File: config.mk
export PLATFORM = sky130hd
export DESIGN_NAME = cordic_sweep_ctrl
export DESIGN_NICKNAME = d
export VERILOG_FILES = /design/src/rtl/cordic_pkg.sv /design/src/rtl/cordic_res_fifo.sv /design/src/rtl/cordic_sweep_ctrl.sv
export SDC_FILE = /design/constraint.sdc
export NUM_CORES = 1
export LEC_CHECK = 0
export CORE_ASPECT_RATIO = 1.75
export CORE_MARGIN = 1.5
export CORE_UTILIZATION = 56
export CTS_CLUSTER_SIZE = 14
export DETAILED_ROUTE_END_ITERATION = 6
export GPL_ROUTABILITY_DRIVEN = 0
export PLACE_DENSITY = 0.89
export SYNTH_ARGS = -nofsm -noshare
export SYNTH_HDL_FRONTEND = slang
export SYNTH_HIERARCHICAL = 1
export SYNTH_SLANG_ARGS = --single-unit
File: constraint.sdc
create_clock -name clk -period 4.9 [get_ports clk]
set_input_delay 0.49 -clock clk [delete_from_list [all_inputs] [get_ports clk]]
set_output_delay 0.49 -clock clk [all_outputs]
set_load 0.03 [all_outputs]
File: src/rtl/cordic_pkg.sv
// Shared constants, FSM state type and Q16.16 angle helper for the CORDIC sweep controller.
// Optional watchdog in the top is enabled with CORDIC_TIMEOUT_EN.
package cordic_pkg;

   localparam int          DATA_W         = 32;
   localparam logic [31:0] DEG360_Q16     = 32'h0168_0000;
   localparam logic [31:0] NEG_DEG360_Q16 = 32'hFE98_0000;

   typedef enum logic [1:0] {
      IDLE,
      ISSUE,
      WAIT
   } state_t;

   // One-step wrap keeps the angle inside (-360, +360) for |step| < 360
   function automatic logic [31:0] theta_next(
      input logic [31:0] i_th,
      input logic [31:0] i_st
   );
      logic signed [32:0] t;
      t = $signed({i_th[31], i_th}) + $signed({i_st[31], i_st});
      if (t >= $signed({1'b0, DEG360_Q16}))
         t = t - $signed({1'b0, DEG360_Q16});
      else if (t <= $signed({1'b1, NEG_DEG360_Q16}))
         t = t + $signed({1'b0, DEG360_Q16});
      return t[31:0];
   endfunction

endpackage

File: src/rtl/cordic_res_fifo.sv
// Synchronous result FIFO, power-of-two depth, register-array head output.
// Independent of CORDIC_TIMEOUT_EN.
module cordic_res_fifo #(
   parameter int DEPTH = 4,
   parameter int WIDTH = 32
) (
   input  logic             clk,
   input  logic             rst_n,
   input  logic             i_wr_en,
   input  logic [WIDTH-1:0] i_wr_data,
   input  logic             i_rd_en,
   output logic [WIDTH-1:0] o_rd_data,
   output logic             o_full,
   output logic             o_empty
);

   localparam int AW = $clog2(DEPTH);

   logic [WIDTH-1:0] r_mem [DEPTH];
   logic [AW-1:0]    r_wptr;
   logic [AW-1:0]    r_rptr;
   logic [AW:0]      r_cnt;
   logic             w_wr;
   logic             w_rd;

   assign o_full    = (r_cnt == (AW+1)'(DEPTH));
   assign o_empty   = (r_cnt == '0);
   assign w_wr      = i_wr_en & ~o_full;
   assign w_rd      = i_rd_en & ~o_empty;
   assign o_rd_data = r_mem[r_rptr];

   always_ff @(posedge clk or negedge rst_n) begin
      if (!rst_n) begin
         for (int i = 0; i < DEPTH; i++) r_mem[i] <= '0;
         r_wptr <= '0;
         r_rptr <= '0;
         r_cnt  <= '0;
      end else begin
         if (w_wr) begin
            r_mem[r_wptr] <= i_wr_data;
            r_wptr        <= r_wptr + 1'b1;
         end
         if (w_rd) r_rptr <= r_rptr + 1'b1;
         if (w_wr && !w_rd) r_cnt <= r_cnt + 1'b1;
         else if (!w_wr && w_rd) r_cnt <= r_cnt - 1'b1;
      end
   end

endmodule

File: src/rtl/cordic_sweep_ctrl.sv
// Sweep sequencer: issues one CORDIC op per angle point and queues results.
// Define CORDIC_TIMEOUT_EN to enable the WAIT-state watchdog and sticky err.
module cordic_sweep_ctrl
   import cordic_pkg::*;
#(
   parameter int CNT_W       = 16,
   parameter int FIFO_DEPTH  = 4,
   parameter int TIMEOUT_CYC = 256
) (
   input  logic             clk,
   input  logic             rst_n,
   input  logic             cfg_valid,
   output logic             cfg_ready,
   input  logic [31:0]      cfg_theta_start,
   input  logic [31:0]      cfg_theta_step,
   input  logic [CNT_W-1:0] cfg_count,
   input  logic             cfg_mode,
   output logic             cor_start,
   output logic             cor_mode,
   output logic [31:0]      cor_theta,
   input  logic [31:0]      cor_result,
   input  logic             cor_done,
   output logic             res_valid,
   input  logic             res_ready,
   output logic [31:0]      res_data,
   output logic [CNT_W-1:0] res_index,
   output logic             res_last,
   output logic             busy,
   output logic             err
);

   localparam int FW = DATA_W + CNT_W + 1;

   if (FIFO_DEPTH < 2 || (FIFO_DEPTH & (FIFO_DEPTH - 1)) != 0 ||
       TIMEOUT_CYC < 2) begin : g_bad_param
      $error("cordic_sweep_ctrl: bad parameter");
   end

   state_t           r_state;
   state_t           w_next;
   logic [31:0]      r_theta;
   logic [31:0]      r_step;
   logic [CNT_W-1:0] r_count;
   logic [CNT_W-1:0] r_idx;
   logic             r_mode;
   logic             r_done_q;
   logic             r_hold;
   logic             w_full;
   logic             w_empty;
   logic             w_edge;
   logic             w_last;
   logic             w_accept;
   logic             w_wr;
   logic             w_tmo;
   logic [FW-1:0]    w_rd_data;

   assign w_accept  = cfg_valid & (r_state == IDLE);
   assign w_edge    = cor_done & ~r_done_q & (r_state == WAIT);
   assign w_last    = (r_idx == r_count - 1'b1);
   assign cfg_ready = (r_state == IDLE);
   assign cor_theta = r_theta;
   assign cor_mode  = r_mode;
   assign res_valid = ~w_empty;
   assign busy      = (r_state != IDLE) | ~w_empty;

`ifdef CORDIC_TIMEOUT_EN
   localparam int TW = $clog2(TIMEOUT_CYC + 1);

   logic [TW-1:0] r_tmo;
   logic          r_err;

   assign w_tmo = (r_state == WAIT) & ~w_edge &
                  (r_tmo == TW'(TIMEOUT_CYC - 1));
   assign err   = r_err;

   always_ff @(posedge clk or negedge rst_n) begin
      if (!rst_n) begin
         r_tmo <= '0;
         r_err <= 1'b0;
      end else begin
         r_tmo <= (r_state == WAIT) ? r_tmo + 1'b1 : '0;
         if (w_tmo) r_err <= 1'b1;
      end
   end
`else
   assign w_tmo = 1'b0;
   assign err   = 1'b0;
`endif

   always_comb begin
      w_next    = r_state;
      cor_start = 1'b0;
      w_wr      = 1'b0;
      unique case (r_state)
         IDLE: begin
            if (w_accept && cfg_count != '0) w_next = ISSUE;
         end
         ISSUE: begin
            // r_hold spaces the next start two cycles after a done edge
            if (!w_full && !r_hold) begin
               cor_start = 1'b1;
               w_next    = WAIT;
            end
         end
         WAIT: begin
            if (w_edge) begin
               w_wr   = 1'b1;
               w_next = w_last ? IDLE : ISSUE;
            end else if (w_tmo) begin
               w_next = IDLE;
            end
         end
         default: w_next = IDLE;
      endcase
   end

   always_ff @(posedge clk or negedge rst_n) begin
      if (!rst_n) begin
         r_state  <= IDLE;
         r_theta  <= '0;
         r_step   <= '0;
         r_count  <= '0;
         r_idx    <= '0;
         r_mode   <= 1'b0;
         r_done_q <= 1'b0;
         r_hold   <= 1'b0;
      end else begin
         r_state  <= w_next;
         r_done_q <= cor_done;
         r_hold   <= w_edge;
         if (w_accept) begin
            r_theta <= cfg_theta_start;
            r_step  <= cfg_theta_step;
            r_count <= cfg_count;
            r_mode  <= cfg_mode;
            r_idx   <= '0;
         end
         if (w_wr) begin
            r_theta <= theta_next(r_theta, r_step);
            r_idx   <= r_idx + 1'b1;
         end
      end
   end

   cordic_res_fifo #(
      .DEPTH (FIFO_DEPTH),
      .WIDTH (FW)
   ) u_fifo (
      .clk       (clk),
      .rst_n     (rst_n),
      .i_wr_en   (w_wr),
      .i_wr_data ({cor_result, r_idx, w_last}),
      .i_rd_en   (res_ready),
      .o_rd_data (w_rd_data),
      .o_full    (w_full),
      .o_empty   (w_empty)
   );

   assign {res_data, res_index, res_last} = w_rd_data;

endmodule

==> results.md <==
* Vias at 12700
* Avg WL per Cell at 22.7 µm
* Slew Limit Fails at 0
* Synthesis-to-finish area growth at 19.6%
* Asr flop ratio synth at 100%
* Fin util at 68.1%
* Pwr per Cell Area at 759 nW/µm²
* Critical Path AT at 5140 ps
* Total gr overflow at 0
* Cell Int Power at just over 8 mW
* CP Class: reg -> reg
* Cell taking the most area after synthesis: dfrtp_1
* Drt drc at 0
* Unique masters post-synth at 87
* Max Freq at 0.215 GHz
* Worst-path clk slew at ~60 ps
* I/O pin total at 205
* Post-CTS Setup Bufs at 0
* Antenna-violating nets left at 0
* Share of layout cells above drive strength 1 at around a fifth
* Sequential share of power at 29.2%
* Sw frac at ~44%
* Tot GR Track Use at slightly above 30%
* Vias in the first global route at around 14000
* Syn. warnings at 6
* Critical Path Start Type: flop
* # diodes at 0
* Clock Skew at around 14 ps
* DRT Pass-1 Iters at 5
* Area share of the largest cell type after synthesis at 46.9%
* CP max FO at 6
* Fin nets at 1760
* Prevailing post-synth register cell: dfrtp_1
* TritonCTS clock tree: done
* Crit. End Element: flop
* Post-CTS sizing at 0
* Setup TNS at 0 ps
* First-pass GRT wire length at 72000 µm
* Syn_area_per_cell at 11.3 µm²
* Combinational Power Share at between 50 and 60%
* Die H at 228 µm
* Top cells by area, synth: dfrtp_1 (47%), mux2_2 (14%), mux4_2 (6.8%)
* Slew @ Worst Pin at between 1000 and 1500 ps
* Fin. Hold Viols at 0
* Clock power frac at 14.7%
* Fin crit share at between 90% and 100%
* Clock sink count at 304
* Pin count of the biggest net entering global routing at approximately 130
* FP Rows at 82
* Outcome: finished clean
* Max-Cap Viols at 0
* VDD IR-drop max at approximately 0.00057 V
* Synth Register Bits at 304
* Clk_lat worst skew at 560 ps
* Unrepaired setup endpoints after global routing: no
* H-tree levels at 1
* Critical Path RT at 5380 ps
* Initial Util at between 50% and 60%
* Synthesized cell area at roughly 16000 µm²
* Clock Tree Buf Depth at 3
* Worst relative slew slack at about 29%
* Sequential share of the synthesized area at 46.9%
* Core area at around 29000 µm²
* Hold buffer count at cts at 0
* Syn nets at roughly 1600
* # port buffers at 203
* Final instance area at 19400 µm²
* Sw power at 6.55 mW
* Initial detailed-routing violation count at 831
* Setup violators final at 0
* Tmin final at 4660 ps
* Die ar. at 30000 µm²
* Routed vias/inst at 6.35
* Die Wd at between 100 and 150 µm
* Clock root cell: clkbuf_16
* EDFF count, synth at 0
* Placed cell area at 18500 µm²
* Initial antenna violation count at 1
* Mapped Cells at 1433
* Routed wire length at roughly 45000 µm
* Min-Delay Path Class: in -> async
* HPWL Detailed at 30700 µm
* Clock buffer count from CTS at 28
* P_leak at around 8.6 nW
-- cell usage after synthesis (7+ instances only) --
cell / n
dfrtp_1: 304
nand2_1: 235
mux2_2: 199
o21ai_0: 51
mux4_2: 49
a21oi_1: 48
nor2_1: 48
ha_1: 41
xnor2_1: 40
nand3_1: 33
clkbuf_1: 31
buf_2: 30
a22oi_1: 28
xor2_1: 17
inv_1: 16
nand4_1: 15
nor3_1: 15
nor4_1: 15
o21ai_1: 15
and3_1: 14
o211ai_1: 13
or3_1: 11
a21o_1: 10
a31oi_1: 10
buf_1: 10
and2_1: 9
buf_6: 9
mux2i_1: 9
nand2b_1: 9
a211oi_1: 7
-- logic make-up (layout without fill, tap and decap cells) --
group           after synthesis  count (layout)  share of synthesized area (%)
mux                         258             258                           21.2
simple gates                434             434                           12.7
xor+xnor                     57              57                           3.08
other cells                   1               1                         0.0231
fa+ha+maj                    43              43                           3.41
flops                       304             304                           46.9
buf+inv                      98             280                           2.94
compound gates              238             238                           9.72
-- worst max-delay path, cell delays in order (launching register included) --
cell and delay (ps):
dfrtp_1 390, ha_1 240, fa_1 440, a21oi_1 260, o21ai_1 170, nand3_1 220, a21boi_0 150, or3_1 370
and2_1 250, inv_1 100, ha_1 200, inv_1 60, o211ai_1 90, a21oi_1 140, or4b_1 610, o211ai_1 410
o41ai_2 170, xor2_1 180, o21ai_1 150
-- placed cells by master (no fill, tap or decap), types with 16 or more instances in the layout --
cell type / synthesis / layout
xor2_1: 17 / 17
a21oi_1: 48 / 48
mux2_2: 199 / 199
inv_1: 16 / 16
ha_1: 41 / 41
nor2_1: 48 / 43
xnor2_1: 40 / 40
nand3_1: 33 / 33
clkbuf_16: 0 / 29
dfrtp_1: 304 / 302
o21ai_0: 51 / 51
nand2_1: 235 / 234
mux4_2: 49 / 49
clkdlybuf4s50_1: 0 / 202
a22oi_1: 28 / 28
-- worst paths after layout --
path	start	end	slack (ps)	depth (start not counted)
max in group asynchronous	rst_n	cor_theta[12]	3720	2
max	cor_theta[0]	cor_theta[26]	240	18
min	rst_n	u_fifo/r_mem[43]	10	1
min in group clk	cfg_theta_step[22]	r_step[22]	460	3
max reg2reg	cor_theta[0]	cor_theta[26]	240	18
min reg2reg	cor_mode	cor_mode	480	2
-- sequential cells by signal (all words and copies together), names as in the netlist --
| register | count |
|---|---|
| r_idx | 16 |
| cor_mode | 1 |
| u_fifo/r_cnt | 3 |
| cor_theta | 32 |
| r_state | 2 |
| u_fifo/r_mem | 196 |
| u_fifo/r_rptr | 2 |
| r_count | 16 |
| r_step | 32 |
| u_fifo/r_wptr | 2 |
| r_done_q | 1 |
| r_hold | 1 |
-- power by group through the flow --
stage / clock, mW / combinational, mW / sequential, mW
after detailed placement: 0 / 8.03 / 4.28
after global routing: 2.28 / 8.80 / 4.41
after floorplan: 0 / 5.82 / 4.11
after CTS: 2.20 / 8.14 / 4.29
final: 2.17 / 8.26 / 4.30
after global placement: 0 / 7.81 / 4.19
-- final cells by class --
class | count | area (µm²)
Timing Repair Buffer | 217 | 2190
Clock buffer | 39 | 823
Sequential cell | 304 | 7610
Tap cell | 378 | 473
Clock inverter | 7 | 68.8
Multi-Input combinational cell | 1031 | 8180
Inverter | 17 | 63.8
Fill cell | 1973 | 9110
-- layer usage --
layer	up-vias	global-route usage (%)	part of all wire, %
met5	-	0	0.024
met4	2	18.1	6.0
met3	204	3.51	4.9
met2	588	56.5	54
met1	6329	32.2	35
li1	5528	-	-
-- through the flow --
stage          hold WS [ps]  worst slack, ps  power, mW  instances
2_1_floorplan           194              707       9.93       1433
6_report               10.6              239       14.7       1993
5_1_grt                 123             1.49       15.5       1993
3_3_place_gp            462              570       12.0       1947
3_5_place_dp            472              369       12.3       1947
4_1_cts                71.6              325       14.6       1993
(Power assumes the default switching activity.)
